$ cat src/rtl/ssm_mult_pipe.sv
// Static-segment approximate multiplier with a 3-stage elastic valid/ready
// pipeline, runtime exact/approximate mode and a saturating approximation counter.
module ssm_mult_pipe #(
  parameter int N     = 23,
  parameter int M     = 16,
  parameter int CORR  = 1,
  parameter int CNT_W = 16
) (
  input  logic             clk,
  input  logic             rst_n,
  input  logic             in_valid,
  output logic             in_ready,
  input  logic [N-1:0]     a,
  input  logic [N-1:0]     b,
  input  logic             approx_en,
  output logic             out_valid,
  input  logic             out_ready,
  output logic [2*N-1:0]   ris,
  output logic             out_approx,
  output logic [CNT_W-1:0] approx_cnt,
  input  logic             cnt_clr
);

  localparam int SH = N - M;
  localparam int PW = 2 * N;
  localparam int MW = 2 * M + 2;
  localparam int SW = $clog2(2 * SH + 1);

  // Handshake: a transfer happens on any clock edge where valid & ready are both
  // high. A stage loads when it is empty or its content leaves downstream this
  // cycle; in_ready is combinational from out_ready through that chain.

  logic             s1_valid_q, s1_valid_d;
  logic [N-1:0]     s1_a_q, s1_a_d;
  logic [N-1:0]     s1_b_q, s1_b_d;
  logic             s1_alpha_a_q, s1_alpha_a_d;
  logic             s1_alpha_b_q, s1_alpha_b_d;
  logic             s1_mode_q, s1_mode_d;

  logic             s2_valid_q, s2_valid_d;
  logic [PW-1:0]    s2_prod_q, s2_prod_d;
  logic             s2_approx_q, s2_approx_d;

  logic             s3_valid_q, s3_valid_d;
  logic [PW-1:0]    s3_prod_q, s3_prod_d;
  logic             s3_approx_q, s3_approx_d;

  logic [CNT_W-1:0] cnt_q, cnt_d;

  logic             s3_moves, s3_load, s2_load, s1_load;

  logic [M-1:0]     seg_a, seg_b;
  logic [M:0]       op_a, op_b;
  logic [SW-1:0]    sh_a, sh_b, sh_tot;
  logic [MW-1:0]    mul_apx;
  logic [PW-1:0]    prod_apx, prod_ex;

  always_comb begin
    s3_moves = s3_valid_q & out_ready;
    s3_load  = !s3_valid_q | s3_moves;
    s2_load  = !s2_valid_q | s3_load;
    s1_load  = !s1_valid_q | s2_load;
    in_ready = s1_load;
  end

  // Stage 1: capture operands, segment selectors and mode.
  always_comb begin
    s1_valid_d   = s1_valid_q;
    s1_a_d       = s1_a_q;
    s1_b_d       = s1_b_q;
    s1_alpha_a_d = s1_alpha_a_q;
    s1_alpha_b_d = s1_alpha_b_q;
    s1_mode_d    = s1_mode_q;
    if (s1_load) begin
      s1_valid_d = in_valid;
      if (in_valid) begin
        s1_a_d       = a;
        s1_b_d       = b;
        s1_alpha_a_d = |a[N-1:M];
        s1_alpha_b_d = |b[N-1:M];
        s1_mode_d    = approx_en;
      end
    end
  end

  // x_hat = (seg << sh) + c << (sh-1) == {seg, c} << (sh-1) for upper segments.
  always_comb begin
    seg_a    = s1_alpha_a_q ? s1_a_q[N-1:SH] : s1_a_q[M-1:0];
    seg_b    = s1_alpha_b_q ? s1_b_q[N-1:SH] : s1_b_q[M-1:0];
    op_a     = s1_alpha_a_q ? {seg_a, (CORR != 0)} : {1'b0, seg_a};
    op_b     = s1_alpha_b_q ? {seg_b, (CORR != 0)} : {1'b0, seg_b};
    sh_a     = s1_alpha_a_q ? SW'(SH - 1) : '0;
    sh_b     = s1_alpha_b_q ? SW'(SH - 1) : '0;
    sh_tot   = sh_a + sh_b;
    mul_apx  = MW'(op_a) * MW'(op_b);
    prod_apx = PW'(mul_apx) << sh_tot;
    prod_ex  = PW'(s1_a_q) * PW'(s1_b_q);
  end

  always_comb begin
    s2_valid_d  = s2_valid_q;
    s2_prod_d   = s2_prod_q;
    s2_approx_d = s2_approx_q;
    if (s2_load) begin
      s2_valid_d = s1_valid_q;
      if (s1_valid_q) begin
        s2_prod_d   = s1_mode_q ? prod_apx : prod_ex;
        s2_approx_d = s1_mode_q & (s1_alpha_a_q | s1_alpha_b_q);
      end
    end
  end

  always_comb begin
    s3_valid_d  = s3_valid_q;
    s3_prod_d   = s3_prod_q;
    s3_approx_d = s3_approx_q;
    if (s3_load) begin
      s3_valid_d = s2_valid_q;
      if (s2_valid_q) begin
        s3_prod_d   = s2_prod_q;
        s3_approx_d = s2_approx_q;
      end
    end
  end

  // Clear wins over a same-cycle increment.
  always_comb begin
    cnt_d = cnt_q;
    if (cnt_clr) begin
      cnt_d = '0;
    end else if (s3_moves && s3_approx_q && (cnt_q != {CNT_W{1'b1}})) begin
      cnt_d = cnt_q + 1'b1;
    end
  end

  always_ff @(posedge clk or negedge rst_n) begin
    if (!rst_n) begin
      s1_valid_q   <= 1'b0;
      s1_a_q       <= '0;
      s1_b_q       <= '0;
      s1_alpha_a_q <= 1'b0;
      s1_alpha_b_q <= 1'b0;
      s1_mode_q    <= 1'b0;
      s2_valid_q   <= 1'b0;
      s2_prod_q    <= '0;
      s2_approx_q  <= 1'b0;
      s3_valid_q   <= 1'b0;
      s3_prod_q    <= '0;
      s3_approx_q  <= 1'b0;
      cnt_q        <= '0;
    end else begin
      s1_valid_q   <= s1_valid_d;
      s1_a_q       <= s1_a_d;
      s1_b_q       <= s1_b_d;
      s1_alpha_a_q <= s1_alpha_a_d;
      s1_alpha_b_q <= s1_alpha_b_d;
      s1_mode_q    <= s1_mode_d;
      s2_valid_q   <= s2_valid_d;
      s2_prod_q    <= s2_prod_d;
      s2_approx_q  <= s2_approx_d;
      s3_valid_q   <= s3_valid_d;
      s3_prod_q    <= s3_prod_d;
      s3_approx_q  <= s3_approx_d;
      cnt_q        <= cnt_d;
    end
  end

  assign out_valid  = s3_valid_q;
  assign ris        = s3_prod_q;
  assign out_approx = s3_approx_q;
  assign approx_cnt = cnt_q;

endmodule
$ cat config.mk
export PLATFORM = sky130hd
export DESIGN_NAME = ssm_mult_pipe
export DESIGN_NICKNAME = d
export VERILOG_FILES = /design/src/rtl/ssm_mult_pipe.sv
export SDC_FILE = /design/constraint.sdc
export NUM_CORES = 2
export LEC_CHECK = 0
export BUFFER_PORTS_ARGS = -buffer_cell sky130_fd_sc_hd__buf_2
export CORE_UTILIZATION = 30
export DETAILED_ROUTE_END_ITERATION = 16
export PLACE_DENSITY = 0.41
export SYNTH_ARGS = -nofsm -noshare
export SYNTH_HDL_FRONTEND = slang
export SYNTH_SLANG_ARGS = --single-unit
$ cat constraint.sdc
create_clock -name clk -period 8.23 [get_ports clk]
set_clock_uncertainty 0.15 [all_clocks]
set_input_delay 2.469 -clock clk [delete_from_list [all_inputs] [get_ports clk]]
set_output_delay 2.469 -clock clk [all_outputs]
set_load 0.03 [all_outputs]
==> impl_metrics.prom <==
# TYPE chip_impl_metric gauge
chip_impl_metric{name="half_perimeter_wire_length_of_the_detailed_placement_result",unit="mm"} 103
chip_impl_metric{name="setup_tns",unit="ps"} 0
chip_impl_metric{name="avgRoutedWirePerCell",unit="um"} 22.3
chip_impl_metric{name="growth_of_design_area_from_synthesis_to_finish",unit="%"} 10.7
chip_impl_info{name="status",value="complete, no violations"} 1
chip_impl_metric{name="clock_latency_of_the_later_clocked_register_in_the_worst_skew_pair",unit="ps"} 520
chip_impl_metric{name="drtPass1Iterations",unit=""} 7
chip_impl_info{name="mostFrequentLayoutCell",value="sky130_fd_sc_hd__inv_1"} 1
chip_impl_metric{name="start_util",unit=""} 0.304
chip_impl_metric{name="ys_ff_latch",unit=""} 162
chip_impl_metric{name="row_count",unit=""} 125
chip_impl_metric{name="place_congestion",unit=""} 0.879
chip_impl_metric{name="remaining_drc_errors",unit=""} 0
chip_impl_metric{name="reg_clk_slew_reported_paths",unit="ps"} 80
chip_impl_metric{name="finalSetupViolCount",unit=""} 0
chip_impl_info{name="timing.critical_path.to_type",value="flop"} 1
chip_impl_metric{name="clk_path_buf_depth",unit=""} 2
chip_impl_metric{name="cts_max_level",unit=""} 4
chip_impl_metric{name="cts_sinks",unit=""} 162
chip_impl_metric{name="first_global_vias",unit=""} 29100
chip_impl_metric{name="post_synth_inst_count",unit=""} 3969
chip_impl_metric{name="holdBufCountCts",unit=""} 0
chip_impl_metric{name="mappedNetlistNets",unit=""} 4966
chip_impl_metric{name="dieHeight",unit="um"} 346
chip_impl_metric{name="initialDrtViolationCount",unit=""} 1874
chip_impl_metric{name="detail_route.wirelength",unit="mm"} 125
chip_impl_metric{name="slew_violations",unit=""} 0
chip_impl_metric{name="synth_seq_area_share",unit=""} 0.114
chip_impl_info{name="synth-main-ff-cell",value="sky130_fd_sc_hd__dfrtp_1"} 1
chip_impl_metric{name="final_period_utilization",unit=""} 0.956
chip_impl_info{name="criticalPathCategory",value="flop to flop"} 1
chip_impl_metric{name="globalRouteOverflowTotal",unit=""} 0
chip_impl_info{name="rsz0062_at_grt",value="no"} 1
chip_impl_metric{name="cts-buffers-inserted",unit=""} 17
chip_impl_metric{name="data_arrival_critical_path",unit="ps"} 8090
chip_impl_metric{name="num_io_pins",unit=""} 117
chip_impl_info{name="hold_path_class",value="flop to flop"} 1
chip_impl_metric{name="timing.critical_path.fanout_max",unit=""} 7
chip_impl_metric{name="grt_first_pass_wirelength",unit="mm"} 190
chip_impl_metric{name="antenna_found_initial",unit=""} 4
chip_impl_metric{name="grt_start_max_net_pins",unit=""} 116
chip_impl_metric{name="tightestPinTransition",unit="ps"} 1000
chip_impl_metric{name="layout-drive-gt1-share",unit=""} 0.124
chip_impl_metric{name="cp_data_required_time",unit="ps"} 8460
chip_impl_metric{name="vias_per_cell",unit=""} 4.89
chip_impl_metric{name="track_usage",unit=""} 0.211
chip_impl_metric{name="synth_area_per_cell",unit="um2"} 8.96
chip_impl_metric{name="dieWidth",unit="um"} 346
chip_impl_metric{name="final_period_minus_worst_setup_slack",unit="ps"} 7860
chip_impl_metric{name="design.die.area",unit="um2"} 120000
chip_impl_metric{name="number_of_enable_type_register_cells_in_the_synthesized_netlist",unit=""} 0
chip_impl_metric{name="finalHoldViolCount",unit=""} 0
chip_impl_info{name="mostFrequentLayoutCells",value="sky130_fd_sc_hd__inv_1, sky130_fd_sc_hd__fa_1, sky130_fd_sc_hd__nand2_1"} 1
chip_impl_metric{name="synthesis.yosys.warnings",unit=""} 0
chip_impl_metric{name="fin_nets",unit=""} 5062
chip_impl_metric{name="routed-via-count",unit=""} 27400
chip_impl_metric{name="antenna-diode-count",unit=""} 0
chip_impl_metric{name="cap_violations",unit=""} 0
chip_impl_info{name="root_buffer",value="sky130_fd_sc_hd__clkbuf_16"} 1
chip_impl_metric{name="max_freq",unit="GHz"} 0.127
chip_impl_metric{name="synth_async_sr_flop_share",unit=""} 1.00
chip_impl_metric{name="port_buffers",unit=""} 116
chip_impl_metric{name="ys_types",unit=""} 79
chip_impl_metric{name="placeableCoreArea",unit="um2"} 117000
chip_impl_info{name="worst_setup_path_start_kind",value="flop"} 1
chip_impl_metric{name="cts_setup_buffers",unit=""} 0
chip_impl_metric{name="layout.filler_cells",unit=""} 12300
chip_impl_info{name="tritoncts",value="built"} 1
chip_impl_metric{name="mappedNetlistArea",unit="um2"} 35600
chip_impl_metric{name="number_of_antenna_violating_nets_in_the_routed_design",unit=""} 0
chip_impl_metric{name="slew-limit-headroom",unit=""} 0.332
## state kept, by name, indices dropped and copies added (netlist names), 16 cells and up
signal,cells
ris,46
approx_cnt,16
s1_b_q,23
s1_a_q,23
s2_prod_q,46
## kinds of logic (layout without fill, tap and decap cells)
logic type,count (synthesis),after routing,share of synthesized area
AND/OR/NAND/NOR,1194,1194,0.152
flip-flops,162,162,0.114
multiplexers,192,192,0.0624
adder cells (fa/ha/maj),945,945,0.472
AO/OA/AOI/OAI,386,386,0.0723
buffers and inverters,1009,1118,0.107
XOR/XNOR,81,81,0.0199
## layer usage
layer,global-route usage,routed length [um],up-vias
li1,-,-,12400
met1,0.304,59100,14300
met2,0.346,59100,593
met3,0.0241,5460,50
met4,0.0329,1180,0
met5,0,0,-
## through the flow
step                 util  instance area, um2  std cells  worst slack [ps]  hold slack [ps]
floorplan               -               35600       3969               687              295
global placement    0.332               38700       5570               140              316
detailed placement  0.332               38700       5570               184              317
CTS                 0.337               39400       5602               168              334
global route        0.337               39400       5602              52.8              354
finish              0.337               39400       5602               365              326
## critical path, cell delays in order, from the launching register on
cell and delay (ps):
sky130_fd_sc_hd__dfrtp_1 670, sky130_fd_sc_hd__buf_4 270, sky130_fd_sc_hd__and2_1 170, sky130_fd_sc_hd__fa_1 430, sky130_fd_sc_hd__fa_1 520, sky130_fd_sc_hd__inv_1 50
sky130_fd_sc_hd__fa_1 450, sky130_fd_sc_hd__fa_1 520, sky130_fd_sc_hd__inv_1 70, sky130_fd_sc_hd__fa_1 520, sky130_fd_sc_hd__fa_1 510, sky130_fd_sc_hd__inv_1 50
sky130_fd_sc_hd__fa_1 470, sky130_fd_sc_hd__inv_1 40, sky130_fd_sc_hd__ha_1 420, sky130_fd_sc_hd__nand2_1 210, sky130_fd_sc_hd__nor4_2 370, sky130_fd_sc_hd__o211ai_1 130
sky130_fd_sc_hd__a21oi_1 310, sky130_fd_sc_hd__nor4_1 160, sky130_fd_sc_hd__o41ai_1 560, sky130_fd_sc_hd__xnor2_1 190, sky130_fd_sc_hd__a221oi_1 370, sky130_fd_sc_hd__nor2_1 90
## synth_stat cells, drive strengths merged (22+ instances only)
| library cell | instances | share of area |
|---|---|---|
| inv | 790 | 0.083 |
| and2 | 239 | 0.042 |
| nand3 | 38 | 0.0053 |
| o211ai | 22 | 0.0048 |
| xor2 | 38 | 0.0094 |
| buf | 30 | 0.0040 |
| mux2 | 129 | 0.041 |
| clkbuf | 189 | 0.020 |
| fa | 662 | 0.37 |
| nor2 | 230 | 0.024 |
| a21oi | 105 | 0.015 |
| a21o | 41 | 0.0089 |
| nand2 | 586 | 0.062 |
| dfrtp | 162 | 0.11 |
| xnor2 | 43 | 0.011 |
| mux2i | 52 | 0.015 |
| o21ai | 77 | 0.011 |
| ha | 283 | 0.10 |
## worst paths after layout
kind	endpoint	depth (start not counted)	start	slack, ps
max	s2_prod_q[45]	23	s1_a_q[20]	370
min	s2_prod_q[9]	2	s2_prod_q[9]	330
max reg2reg	s2_prod_q[45]	23	s1_a_q[20]	370
min reg2reg	s2_prod_q[9]	2	s2_prod_q[9]	330
max in group asynchronous	s1_b_q[7]	2	rst_n	4540
min in group asynchronous	ris[25]	1	rst_n	1980
## layout make-up
cell class / count / area [um2] / area share
clock buffers: 18 / 429 / 0.0109
clock inverters: 14 / 186 / 0.00473
inverters: 790 / 2970 / 0.0753
multi-input cells: 2798 / 27700 / 0.704
flip-flops and latches: 162 / 4070 / 0.103
well taps: 1524 / 1910 / 0.0484
repair buffers: 296 / 2110 / 0.0535
## what timing repair did
action,4_1_cts,5_1_grt
gates resized for setup,0,11
setup endpoints to repair,0,2
hold endpoints to repair,0,0
Power is not shown: default switching activity piles up to over one toggle a cycle in this logic, so the estimate is an artifact.
